$ cat src/rtl/pad_sync_addr_gen.sv
// rtl/pad_sync_addr_gen.sv - pad synchronisation FSM and scratch-pad address generator
//
// Purpose:
//   Watches the ready/full flags of NUM_PADS input scratch pads and produces
//   the mac_begin / interrupt / restore pulses for macc_control. Also generates
//   the weight-pad address, the circular ifmap-pad address and the psum-pad
//   read/write addresses plus write enable for both conv modes.
//
// Build option:
//   PAD_SYNC_HOLDOFF_EN - when defined, a HOLD state with a RESTORE_HOLD-cycle
//   holdoff sits between HALT and RUN. When undefined, HALT returns straight
//   to RUN and RESTORE_HOLD is ignored.
//
// Ports:
//   clk, rst                  rising-edge clock, synchronous active-high reset
//   pad_ready, pad_full       per-pad ready / full flags
//   load_start                one-cycle pulse at the start of a column load
//   mode                      1 = clip/shift conv, 0 = normal 1-D conv
//   conv_len, filter_num      layer geometry for the address maths
//   pixel_num, pixel_point    ifmap ring size and current ring start
//   mul_enable, psum_store,
//   mac_finish                status flags from macc_control
//   cnt_a, cnt_b, cnt_shift   loop counters from macc_control
//   mac_begin, interrupt,
//   restore                   single-cycle control pulses
//   stalled                   high while halted (HALT or HOLD)
//   ifmap_addr, weight_addr   input pad read addresses
//   psum_raddr, psum_waddr,
//   psum_we                   psum pad read/write address and write enable

module pad_sync_addr_gen #(
  parameter int NUM_PADS     = 2,
  parameter int CNT_A_W      = 4,
  parameter int CNT_B_W      = 4,
  parameter int SHIFT_W      = 4,
  parameter int F_ADDR_W     = 5,
  parameter int W_ADDR_W     = 8,
  parameter int P_ADDR_W     = 6,
  parameter int RESTORE_HOLD = 3
) (
  input  logic                clk,
  input  logic                rst,
  input  logic [NUM_PADS-1:0] pad_ready,
  input  logic [NUM_PADS-1:0] pad_full,
  input  logic                load_start,
  input  logic                mode,
  input  logic [CNT_A_W-1:0]  conv_len,
  input  logic [CNT_B_W-1:0]  filter_num,
  input  logic [F_ADDR_W-1:0] pixel_num,
  input  logic [F_ADDR_W-1:0] pixel_point,
  input  logic                mul_enable,
  input  logic                psum_store,
  input  logic                mac_finish,
  input  logic [CNT_A_W-1:0]  cnt_a,
  input  logic [CNT_B_W-1:0]  cnt_b,
  input  logic [SHIFT_W-1:0]  cnt_shift,
  output logic                mac_begin,
  output logic                interrupt,
  output logic                restore,
  output logic                stalled,
  output logic [F_ADDR_W-1:0] ifmap_addr,
  output logic [W_ADDR_W-1:0] weight_addr,
  output logic [P_ADDR_W-1:0] psum_raddr,
  output logic [P_ADDR_W-1:0] psum_waddr,
  output logic                psum_we
);

  // Widths large enough that the address maths never overflows before the
  // final truncation to the pad address width.
  localparam int WM_W = CNT_A_W + CNT_B_W + 1;
  localparam int PM_W = SHIFT_W + CNT_B_W + 1;
  localparam int IF_W = ((F_ADDR_W > CNT_A_W) ? F_ADDR_W : CNT_A_W) + 1;

  typedef enum logic [1:0] {
    S_IDLE = 2'd0,
    S_RUN  = 2'd1,
    S_HALT = 2'd2
`ifdef PAD_SYNC_HOLDOFF_EN
    ,
    S_HOLD = 2'd3
`endif
  } state_t;

  state_t r_state;
  state_t w_state_next;

  logic w_all_ready;
  logic w_any_full;
  logic r_all_ready_d;
  logic r_any_full_d;
  logic r_load_start_d;

  logic w_mac_begin;
  logic w_interrupt;
  logic w_restore;
  logic w_halted;

`ifdef PAD_SYNC_HOLDOFF_EN
  // The first full-clear cycle (spent in HALT) already counts as holdoff
  // cycle one, so HOLD only has to burn RESTORE_HOLD-2 further cycles before
  // restore may fire on the cycle the counter reads zero.
  localparam int HOLD_W      = (RESTORE_HOLD > 2) ? $clog2(RESTORE_HOLD) : 1;
  localparam int HOLD_LOAD_I = (RESTORE_HOLD > 1) ? RESTORE_HOLD - 2 : 0;

  logic [HOLD_W-1:0] r_hold_cnt;
  logic [HOLD_W-1:0] w_hold_cnt_next;
`endif

  assign w_all_ready = &pad_ready;
  assign w_any_full  = |pad_full;

  always_ff @(posedge clk) begin
    if (rst) begin
      r_all_ready_d  <= 1'b0;
      r_any_full_d   <= 1'b0;
      r_load_start_d <= 1'b0;
    end else begin
      r_all_ready_d  <= w_all_ready;
      r_any_full_d   <= w_any_full;
      r_load_start_d <= load_start;
    end
  end

  // ---------------------------------------------------------------------------
  // Control FSM
  // ---------------------------------------------------------------------------
  always_ff @(posedge clk) begin
    if (rst) begin
      r_state    <= S_IDLE;
`ifdef PAD_SYNC_HOLDOFF_EN
      r_hold_cnt <= '0;
`endif
    end else begin
      r_state    <= w_state_next;
`ifdef PAD_SYNC_HOLDOFF_EN
      r_hold_cnt <= w_hold_cnt_next;
`endif
    end
  end

  always_comb begin
    w_state_next    = r_state;
    w_mac_begin     = 1'b0;
    w_interrupt     = 1'b0;
    w_restore       = 1'b0;
`ifdef PAD_SYNC_HOLDOFF_EN
    w_hold_cnt_next = r_hold_cnt;
`endif
    case (r_state)
      S_IDLE: begin
        if ((w_all_ready & ~r_all_ready_d) | (r_load_start_d & w_all_ready)) begin
          w_mac_begin  = 1'b1;
          w_state_next = S_RUN;
        end
      end
      S_RUN: begin
        // mac_finish wins over a simultaneous full edge: no interrupt then.
        if (mac_finish) begin
          w_state_next = S_IDLE;
        end else if (w_any_full & ~r_any_full_d & w_all_ready) begin
          w_interrupt  = 1'b1;
          w_state_next = S_HALT;
        end
      end
      S_HALT: begin
`ifdef PAD_SYNC_HOLDOFF_EN
        if (~w_any_full) begin
          if ((RESTORE_HOLD <= 1) && w_all_ready) begin
            w_restore    = 1'b1;
            w_state_next = S_RUN;
          end else begin
            w_state_next    = S_HOLD;
            w_hold_cnt_next = HOLD_W'(HOLD_LOAD_I);
          end
        end
`else
        if (~w_any_full & w_all_ready) begin
          w_restore    = 1'b1;
          w_state_next = S_RUN;
        end
`endif
      end
`ifdef PAD_SYNC_HOLDOFF_EN
      S_HOLD: begin
        if (w_any_full) begin
          w_state_next = S_HALT;
        end else if (r_hold_cnt != '0) begin
          w_hold_cnt_next = r_hold_cnt - 1'b1;
        end else if (w_all_ready) begin
          w_restore    = 1'b1;
          w_state_next = S_RUN;
        end
      end
`endif
      default: begin
        w_state_next = S_IDLE;
      end
    endcase
  end

`ifdef PAD_SYNC_HOLDOFF_EN
  assign w_halted = (r_state == S_HALT) || (r_state == S_HOLD);
`else
  assign w_halted = (r_state == S_HALT);
`endif

  // Nothing is announced in a reset cycle, even if the FSM was mid-flight.
  assign mac_begin = w_mac_begin & ~rst;
  assign interrupt = w_interrupt & ~rst;
  assign restore   = w_restore   & ~rst;
  assign stalled   = w_halted    & ~rst;

  // ---------------------------------------------------------------------------
  // Weight and ifmap read addresses
  // ---------------------------------------------------------------------------
  logic [WM_W-1:0]     w_weight_full;
  logic [IF_W-1:0]     w_cnt_a_x;
  logic [IF_W-1:0]     w_pnum_x;
  logic [IF_W-1:0]     w_ppt_x;
  logic [IF_W-1:0]     w_span;
  logic [IF_W-1:0]     w_ifmap_full;
  logic [F_ADDR_W-1:0] r_ifmap_addr;
  logic [W_ADDR_W-1:0] r_weight_addr;

  assign w_weight_full = WM_W'(cnt_a) + WM_W'(cnt_b) * WM_W'(conv_len);

  assign w_cnt_a_x = IF_W'(cnt_a);
  assign w_pnum_x  = IF_W'(pixel_num);
  assign w_ppt_x   = IF_W'(pixel_point);
  // Slots left before the ring end; once cnt_a passes them the read wraps.
  assign w_span    = w_pnum_x - w_ppt_x;

  always_comb begin
    w_ifmap_full = '0;
    if (pixel_num != '0) begin
      if (w_cnt_a_x >= w_span) begin
        w_ifmap_full = w_cnt_a_x + w_ppt_x - w_pnum_x;
      end else begin
        w_ifmap_full = w_ppt_x + w_cnt_a_x;
      end
    end
  end

  always_ff @(posedge clk) begin
    if (rst) begin
      r_ifmap_addr  <= '0;
      r_weight_addr <= '0;
    end else if (mul_enable & ~w_halted) begin
      r_ifmap_addr  <= F_ADDR_W'(w_ifmap_full);
      r_weight_addr <= W_ADDR_W'(w_weight_full);
    end
  end

  assign ifmap_addr  = r_ifmap_addr;
  assign weight_addr = r_weight_addr;

  // ---------------------------------------------------------------------------
  // Psum addresses
  // ---------------------------------------------------------------------------
  logic [PM_W-1:0]     w_psum_clip;
  logic [P_ADDR_W-1:0] r_psum_raddr;
  logic [P_ADDR_W-1:0] r_psum_lag;

  assign w_psum_clip = PM_W'(cnt_b) + PM_W'(cnt_shift) * PM_W'(filter_num);

  // r_psum_lag always trails the read address by a cycle; mode 0 writes
  // back through it, mode 1 writes in place at the read address.
  always_ff @(posedge clk) begin
    if (rst) begin
      r_psum_raddr <= '0;
      r_psum_lag   <= '0;
    end else begin
      r_psum_raddr <= mode ? P_ADDR_W'(w_psum_clip) : P_ADDR_W'(cnt_b);
      r_psum_lag   <= r_psum_raddr;
    end
  end

  assign psum_raddr = r_psum_raddr;
  assign psum_waddr = mode ? r_psum_raddr : r_psum_lag;
  assign psum_we    = ~rst & (psum_store | (mode & mac_finish));

endmodule

$ cat config.mk
export PLATFORM = sky130hd
export DESIGN_NAME = pad_sync_addr_gen
export DESIGN_NICKNAME = d
export VERILOG_FILES = /design/src/rtl/pad_sync_addr_gen.sv
export SDC_FILE = /design/constraint.sdc
export NUM_CORES = 1
export LEC_CHECK = 0
export ABC_AREA = 1
export CORE_MARGIN = 2
export CORE_UTILIZATION = 26
export DETAILED_ROUTE_END_ITERATION = 12
export GPL_TIMING_DRIVEN = 1
export MAX_ROUTING_LAYER = met4
export PLACE_DENSITY_LB_ADDON = 0.3
export SLEW_MARGIN = 20
export SYNTH_ARGS = -nofsm -noshare
export SYNTH_HDL_FRONTEND = slang
export SYNTH_SLANG_ARGS = --single-unit
$ cat constraint.sdc
create_clock -name clk -period 4.5 [get_ports clk]
set_input_delay 0.9 -clock clk [delete_from_list [all_inputs] [get_ports clk]]
set_output_delay 0.9 -clock clk [all_outputs]
set_load 0.05 [all_outputs]
==> results of run 1 <==
[final timing paths]
check	end	slack [ns]	cells after the start
max	weight_addr[6]$_SDFFE_PP0P_	0.51	14
min	r_psum_lag[5]$_SDFF_PP0_	0.45	2
max reg2reg	ifmap_addr[4]$_SDFFE_PP0P_	2.71	9
min reg2reg	r_psum_lag[5]$_SDFF_PP0_	0.45	2
[Yosys cell counts]
library cell                n  area share, %
sky130_fd_sc_hd__o21ai_0    9            1.6
sky130_fd_sc_hd__a21o_1     1           0.26
sky130_fd_sc_hd__a21oi_1   24            4.2
sky130_fd_sc_hd__nor4_1     1           0.22
sky130_fd_sc_hd__nor2_8     1           0.69
sky130_fd_sc_hd__nor3_1     4           0.69
sky130_fd_sc_hd__nand2_2    1           0.22
sky130_fd_sc_hd__nor2_2     1           0.22
sky130_fd_sc_hd__fa_1      16             11
sky130_fd_sc_hd__nand2_1   88             11
sky130_fd_sc_hd__nor2_1    25            3.2
sky130_fd_sc_hd__buf_2      2           0.35
sky130_fd_sc_hd__nand4_1    2           0.43
sky130_fd_sc_hd__a21oi_2    2           0.61
sky130_fd_sc_hd__a211oi_1   3           0.78
sky130_fd_sc_hd__or2_0      1           0.22
sky130_fd_sc_hd__inv_1     83             11
sky130_fd_sc_hd__dfxtp_1   30             21
sky130_fd_sc_hd__clkinv_4   1           0.30
sky130_fd_sc_hd__nand2_4    2           0.78
sky130_fd_sc_hd__nand3_1   19            3.3
sky130_fd_sc_hd__a31oi_1    1           0.22
sky130_fd_sc_hd__clkbuf_1   5           0.65
sky130_fd_sc_hd__nor3b_1    1           0.26
sky130_fd_sc_hd__o21a_1     1           0.26
sky130_fd_sc_hd__ha_1      44             19
sky130_fd_sc_hd__o21ai_1    8            1.4
sky130_fd_sc_hd__inv_2      3           0.39
sky130_fd_sc_hd__xor2_1     8            2.4
sky130_fd_sc_hd__xnor2_1    8            2.4
sky130_fd_sc_hd__nor3_2     1           0.35
sky130_fd_sc_hd__nand3b_1   2           0.52
[stage by stage]
stage | utilization (%) | setup slack, ns | area [um2] | hold WS [ns] | power, uW
4_1_cts | 35.6 | 0.514 | 3860 | 0.455 | 1120
5_1_grt | 35.6 | 0.367 | 3860 | 0.477 | 1190
3_5_place_dp | 34.8 | 0.209 | 3770 | 0.438 | 882
6_report | 35.6 | 0.512 | 3860 | 0.450 | 1090
2_1_floorplan | - | 0.844 | 2890 | 0.458 | 707
3_3_place_gp | 34.8 | 0.290 | 3770 | 0.434 | 871
[routing by layer]
layer | wire length (um) | part of all wire, % | vias up | track usage [%]
met3 | 264 | 3.8 | 4 | 1.78
met4 | 34 | 0.49 | 0 | 2.98
met2 | 3300 | 47 | 53 | 20.4
met5 | 0 | 0 | - | -
met1 | 3370 | 48 | 1182 | 15.8
li1 | - | - | 1389 | -
[flip-flops by register name, indices dropped and copies added, names as in the netlist]
signal / count
r_state: 2
ifmap_addr: 5
r_any_full_d: 1
r_psum_lag: 6
r_all_ready_d: 1
r_load_start_d: 1
psum_raddr: 6
weight_addr: 8
[worst register-to-register path: stages (launching register included)]
cell and delay (ns):
sky130_fd_sc_hd__dfxtp_1 0.34, sky130_fd_sc_hd__inv_1 0.06, sky130_fd_sc_hd__nor2_1 0.15, sky130_fd_sc_hd__inv_2 0.06
sky130_fd_sc_hd__nand2_1 0.33, sky130_fd_sc_hd__inv_2 0.20, sky130_fd_sc_hd__o21ai_0 0.20, sky130_fd_sc_hd__clkinv_4 0.11
sky130_fd_sc_hd__nand3_1 0.14, sky130_fd_sc_hd__a21oi_2 0.06
[power groups by stage]
stage               clock network [uW]  logic, uW  registers [uW]
floorplan                            0        319             388
global placement                     0        555             316
detailed placement                   0        565             317
CTS                                237        568             311
global route                       250        631             314
finish                             223        562             310
[area by class of cell]
type	instances	area share, %
flip-flops and latches	30	15.6
well taps	140	4.54
clock buffers	7	2.24
inverters	87	8.59
repair buffers	74	18.9
multi-input cells	274	50.0
clock inverters	1	0.130
[logic make-up (layout without fill, tap and decap cells)]
logic type | count (synthesis) | count (layout) | synth area share (%)
simple gates | 149 | 149 | 22.6
fa+ha+maj | 60 | 60 | 30.1
compound gates | 49 | 49 | 9.22
xor+xnor | 16 | 16 | 4.85
buf+inv | 94 | 169 | 12.5
flops | 30 | 30 | 20.8
==> PnR_summary.wiki, run 1 <==
{| class="wikitable"
! Metric !! Value
|-
| Wire length of the first global-routing pass || 11400 um
|-
| Most frequent standard cell in the layout excluding fill and tap cells || sky130_fd_sc_hd__nand2_1
|-
| Per-instance average area after synthesis || 7.26 um2
|-
| Hold path start || psum_raddr[5]$_SDFF_PP0_
|-
| Count of buffering cells on the critical path with inverters included || 3
|-
| Max-slew headroom || 62.5%
|-
| Switching share of power || 41.3%
|-
| Combinational fraction of design power || 51.3%
|-
| Crit. End Element || flop
|-
| Mapped cell area || 2890 um2
|-
| Net Sw Power || 452 uW
|-
| Syn. warnings || 0
|-
| Count of boundary I/O pins || 71
|-
| Power share of the clock group || 20.4%
|-
| Number of flip-flops and latches in the synthesized netlist || 30
|-
| Maximum capacitance violations || 0
|-
| Num CTS Buffers || 5
|-
| Drt first-iter violations || 69
|-
| Part of the Yosys area used for sequential elements || 20.8%
|-
| Data required time of the worst path || 4.68 ns
|-
| Critical Path Start Type || primary input
|-
| Sequential share of power || 28.3%
|-
| Setup TNS || 0 ns
|-
| Final net count || 573
|-
| Antenna violations before repair || 0
|-
| Start point of the critical path || conv_len[3]
|-
| Global-route total usage across every layer || 12.3%
|-
| Inserted Diodes || 0
|-
| Filler Cell Count || 1172
|-
| Count of input and output buffers || 70
|-
| Time the worst path needs with I/O delays and setup || 3.99 ns
|-
| Critical path class || primary input to flop
|-
| Clock transition at the registers of the reported paths || 0.07 ns
|-
| Setup violation total in the final timing report || 0
|-
| Die Height || 109 um
|-
| Signed area change from the synthesized netlist to the final layout || 33.5%
|-
| Wire length reported by the detailed router || 6970 um
|-
| Final-report hold violation count || 0
|-
| Highest-count cells in the layout ignoring fill and taps || sky130_fd_sc_hd__nand2_1, sky130_fd_sc_hd__inv_1, sky130_fd_sc_hd__clkdlybuf4s50_1
|-
| Setup repair after global routing missed its margin || no
|-
| Library cells used by synthesis || 32
|-
| Number of sinks on the clock net || 30
|-
| Total internal power || 643 uW
|-
| Critical Path Max Stage Delay || 0.54 ns
|-
| Power Density || 284 nW/um2
|-
| Final Cycle Share || 88.6%
|-
| Result of the run || finished, final reports clean
|-
| Initial standard-cell utilization of the core || 26.7%
|-
| Worst clock skew || 0.00438 ns
|-
| Vias || 2628
|-
| DRC violations left || 0
|-
| Multi-input gate area in the final layout || 1930 um2
|-
| Insertion delay to the later sink of the worst-skew pair || 0.28 ns
|-
| Worst-path maximum fanout || 4
|-
| Global route overflow || 0
|-
| Instance count after placement with tap cells included || 605
|-
| CTS max path bufs || 2
|-
| Average wire length per cell after detail routing || 11.4 um
|-
| Number of global-route vias before repair || 2560
|-
| Cell count after synthesis || 398
|-
| Kind of cell adding the most delay to the critical path || adder cells
|-
| Number of placement rows || 38
|-
| Pins Over Slew Limit || 0
|-
| Sequential Area || 601 um2
|-
| Standard cell with the maximum stage delay on the critical path || sky130_fd_sc_hd__fa_1
|-
| Syn Nets || 499
|-
| Die width || 109 um
|-
| Worst path cell trace || clkdlybuf4s50_1 -> nand2_1 -> fa_1 -> fa_1 -> inv_1 -> fa_1 -> ha_1 -> a21oi_1 -> nand2_1 -> a21o_1 -> nand2_1 -> a21oi_1 -> o21ai_1 -> inv_1
|-
| Detailed-router iteration count before antenna repair || 4
|-
| Number of routed nets with antenna violations || 0
|-
| Max Fclk || 251 MHz
|-
| Least-Margin Pin Slew || 0.561 ns
|-
| Launch point of the worst reg-to-reg path || r_state[1]$_SDFFE_PP0P_
|-
| Static power due to leakage || 0.00195 uW
|-
| Vias per cell || 4.29
|-
| Final GP Congestion || 0.801
|-
| Data arrival time of the worst path || 4.17 ns
|-
| Post-CTS Setup Bufs || 0
|-
| Post-CTS sizing || 0
|-
| Area of the die || 12000 um2
|-
| Class of the most critical hold timing path || flop to flop
|-
| Maximum VDD drop || 0.128 mV
|-
| Share of cells above drive strength 1 || 4.86%
|-
| H-tree lvl count || 2
|-
| Number of buffers added to fix hold violations after cts || 0
|-
| Maximum number of pins on one net before global-route repair || 24
|-
| Final instance count without filler cells || 613
|-
| Dpl hpwl || 5990 um
|-
| CTS tree || yes
|-
| Cell at the root of the clock tree || sky130_fd_sc_hd__clkbuf_8
|-
| Core outline area || 10800 um2
|}
Power figures use the tool's default switching activity.
==> run 2: changes to the inputs <==
--- a/config.mk
+++ b/config.mk
@@ -11,7 +11,7 @@
 export DETAILED_ROUTE_END_ITERATION = 12
 export GPL_TIMING_DRIVEN = 1
 export MAX_ROUTING_LAYER = met4
-export PLACE_DENSITY_LB_ADDON = 0.3
+export PLACE_DENSITY = 0.44
 export SLEW_MARGIN = 20
 export SYNTH_ARGS = -nofsm -noshare
 export SYNTH_HDL_FRONTEND = slang
==> PnR_summary.wiki, run 2 (same netlist as run 1, synthesis figures left out) <==
{| class="wikitable"
! Metric !! Value
|-
| Result of the run || finished, final reports clean (unchanged)
|-
| Critical Path Start Type || primary input (unchanged)
|-
| H-tree lvl count || 2 (unchanged)
|-
| Worst-path maximum fanout || 4 (unchanged)
|-
| Maximum number of pins on one net before global-route repair || 18 (was 24)
|-
| Insertion delay to the later sink of the worst-skew pair || 0.28 ns (about the same)
|-
| Wire length of the first global-routing pass || 11000 um (was 11400 um)
|-
| Setup slack of the most critical reg-to-reg path || 2.73 ns (was 2.71 ns)
|-
| Number of routed nets with antenna violations || 0 (unchanged)
|-
| CTS max path bufs || 2 (unchanged)
|-
| Wire length reported by the detailed router || 6620 um (was 6970 um)
|-
| Pins Over Slew Limit || 0 (unchanged)
|-
| Area of the die || 12000 um2 (unchanged)
|-
| Worst Hold Depth || 2 (unchanged)
|-
| Hold path start || psum_raddr[4]$_SDFF_PP0_ (was psum_raddr[5]$_SDFF_PP0_)
|-
| Setup violation total in the final timing report || 0 (unchanged)
|-
| Capture point of the worst reg-to-reg path || ifmap_addr[1]$_SDFFE_PP0P_ (was ifmap_addr[4]$_SDFFE_PP0P_)
|-
| Clock transition at the registers of the reported paths || 0.07 ns (about the same)
|-
| Average wire length per cell after detail routing || 10.8 um (was 11.4 um)
|-
| Global route overflow || 0 (unchanged)
|-
| Least-Margin Pin Slew || 0.548 ns (was 0.561 ns)
|-
| Number of buffers added to fix hold violations after cts || 0 (unchanged)
|-
| Number of global-route vias before repair || 2466 (was 2560)
|-
| Final net count || 574 (was 573)
|-
| Signed area change from the synthesized netlist to the final layout || 34.2% (was 33.5%)
|-
| Cell at the root of the clock tree || sky130_fd_sc_hd__clkbuf_8 (unchanged)
|-
| Number of sinks on the clock net || 30 (unchanged)
|-
| DRC violations left || 0 (unchanged)
|-
| Number of placement rows || 38 (unchanged)
|-
| Destination of the worst hold path || r_psum_lag[4]$_SDFF_PP0_ (was r_psum_lag[5]$_SDFF_PP0_)
|-
| Power Density || 291 nW/um2 (was 284 nW/um2)
|-
| CTS tree || yes (unchanged)
|-
| Core outline area || 10800 um2 (unchanged)
|-
| Highest-count cells in the layout ignoring fill and taps || sky130_fd_sc_hd__nand2_1, sky130_fd_sc_hd__inv_1, sky130_fd_sc_hd__clkdlybuf4s50_1 (unchanged)
|-
| Static power due to leakage || 0.00197 uW (was 0.00195 uW)
|-
| Critical path class || primary input to flop (unchanged)
|-
| Total power || 1130 uW (was 1090 uW)
|-
| Max FFs per register || 8 (unchanged)
|-
| Post-CTS sizing || 0 (unchanged)
|-
| Share of cells above drive strength 1 || 5.70% (was 4.86%)
|-
| Setup TNS || 0 ns (unchanged)
|-
| Crit. End Element || flop (unchanged)
|-
| Count of boundary I/O pins || 71 (unchanged)
|-
| Global-route total usage across every layer || 11.9% (was 12.3%)
|-
| Worst clock skew || 0.00658 ns (was 0.00438 ns)
|-
| Die width || 109 um (unchanged)
|-
| Inserted Diodes || 0 (unchanged)
|-
| Vias per cell || 4.18 (was 4.29)
|-
| Final GP Congestion || 0.759 (was 0.801)
|-
| Initial standard-cell utilization of the core || 26.7% (unchanged)
|-
| Detailed-router iteration count before antenna repair || 4 (unchanged)
|-
| Maximum capacitance violations || 0 (unchanged)
|-
| Vias || 2569 (was 2628)
|-
| Num CTS Buffers || 5 (unchanged)
|-
| Class of the most critical hold timing path || flop to flop (unchanged)
|-
| Time the worst path needs with I/O delays and setup || 3.95 ns (was 3.99 ns)
|-
| Max Fclk || 253 MHz (was 251 MHz)
|-
| Final Cycle Share || 87.7% (was 88.6%)
|-
| Launch point of the worst reg-to-reg path || r_state[1]$_SDFFE_PP0P_ (unchanged)
|-
| Setup repair after global routing missed its margin || no (unchanged)
|-
| Drt first-iter violations || 64 (was 69)
|-
| Final-report hold violation count || 0 (unchanged)
|-
| Data required time of the worst path || 4.68 ns (about the same)
|-
| Antenna violations before repair || 0 (unchanged)
|-
| Maximum VDD drop || 0.158 mV (was 0.128 mV)
|-
| Max-slew headroom || 63.4% (was 62.5%)
|-
| Count of input and output buffers || 70 (unchanged)
|-
| Post-CTS Setup Bufs || 0 (unchanged)
|-
| Die Height || 109 um (unchanged)
|-
| Logic depth of the worst register-to-register path || 9 (unchanged)
|-
| Data arrival time of the worst path || 4.12 ns (was 4.17 ns)
|-
| Dpl hpwl || 5860 um (was 5990 um)
|-
| Most frequent standard cell in the layout excluding fill and tap cells || sky130_fd_sc_hd__nand2_1 (unchanged)
|}
==> run 2: stage by stage <==
| stage | hold slack [ns] | setup WS [ns] | cell area (um2) | std cells | util [%] |
|---|---|---|---|---|---|
| floorplan | 0.458 | 0.844 | 2890 | 398 | - |
| detailed placement | 0.432 | 0.241 | 3770 | 606 | 34.8 |
| global placement | 0.433 | 0.290 | 3770 | 606 | 34.8 |
| finish | 0.440 | 0.552 | 3880 | 614 | 35.8 |
| CTS | 0.443 | 0.546 | 3880 | 614 | 35.8 |
| global route | 0.473 | 0.313 | 3880 | 614 | 35.8 |
==> run 2: routing by layer <==
| layer | track usage [%] | part of all wire [%] |
|---|---|---|
| met5 | - | 0 |
| met4 | 2.98 | 1.5 |
| met3 | 1.90 | 4.3 |
| met2 | 20.0 | 47 |
| met1 | 15.0 | 48 |
==> run 2: how the worst max path moves through the flow <==
stage / from / end / slack, ns / depth (start not counted)
after detailed placement: conv_len[3] / weight_addr[7]$_SDFFE_PP0P_ / 0.24 / 15
final: conv_len[3] / weight_addr[6]$_SDFFE_PP0P_ / 0.55 / 14
after CTS: conv_len[3] / weight_addr[6]$_SDFFE_PP0P_ / 0.55 / 14
after global routing: conv_len[3] / weight_addr[6]$_SDFFE_PP0P_ / 0.31 / 14
after global placement: conv_len[3] / weight_addr[7]$_SDFFE_PP0P_ / 0.29 / 15
after floorplan: rst / mac_begin / 0.84 / 3
==> run 2: worst max-delay path: stages <==
cell,delay [ns]
sky130_fd_sc_hd__clkdlybuf4s50_1,0.52
sky130_fd_sc_hd__nand2_1,0.10
sky130_fd_sc_hd__fa_1,0.52
sky130_fd_sc_hd__fa_1,0.54
sky130_fd_sc_hd__inv_1,0.05
sky130_fd_sc_hd__fa_1,0.45
sky130_fd_sc_hd__ha_1,0.36
sky130_fd_sc_hd__a21oi_1,0.14
sky130_fd_sc_hd__nand2_1,0.09
sky130_fd_sc_hd__a21o_1,0.16
sky130_fd_sc_hd__nand2_1,0.07
sky130_fd_sc_hd__a21oi_1,0.06
sky130_fd_sc_hd__o21ai_1,0.12
sky130_fd_sc_hd__inv_1,0.05
==> run 2: final cells by class <==
class	count	area (um2)
clock inverter	3	40.0
sequential	30	601
multi-input combinational	274	1930
fill	1192	6960
inverter	87	332
tap	140	175
clock buffer	5	68.8
timing repair buffer	75	733
==> run 2: power by group <==
| part | internal (uW) | switching [uW] | leakage (uW) |
|---|---|---|---|
| Clock | 163 | 101 | 0.0000579 |
| Sequential | 294 | 13.8 | 0.000248 |
| Combinational | 225 | 332 | 0.00166 |
==> run 3: changes to the inputs <==
--- a/config.mk
+++ b/config.mk
@@ -12,7 +12,6 @@
 export GPL_TIMING_DRIVEN = 1
 export MAX_ROUTING_LAYER = met4
 export PLACE_DENSITY = 0.44
-export SLEW_MARGIN = 20
 export SYNTH_ARGS = -nofsm -noshare
 export SYNTH_HDL_FRONTEND = slang
 export SYNTH_SLANG_ARGS = --single-unit
==> results of run 3 <==
Same layout as run 2: the final DEF is identical, and so are final timing and power.
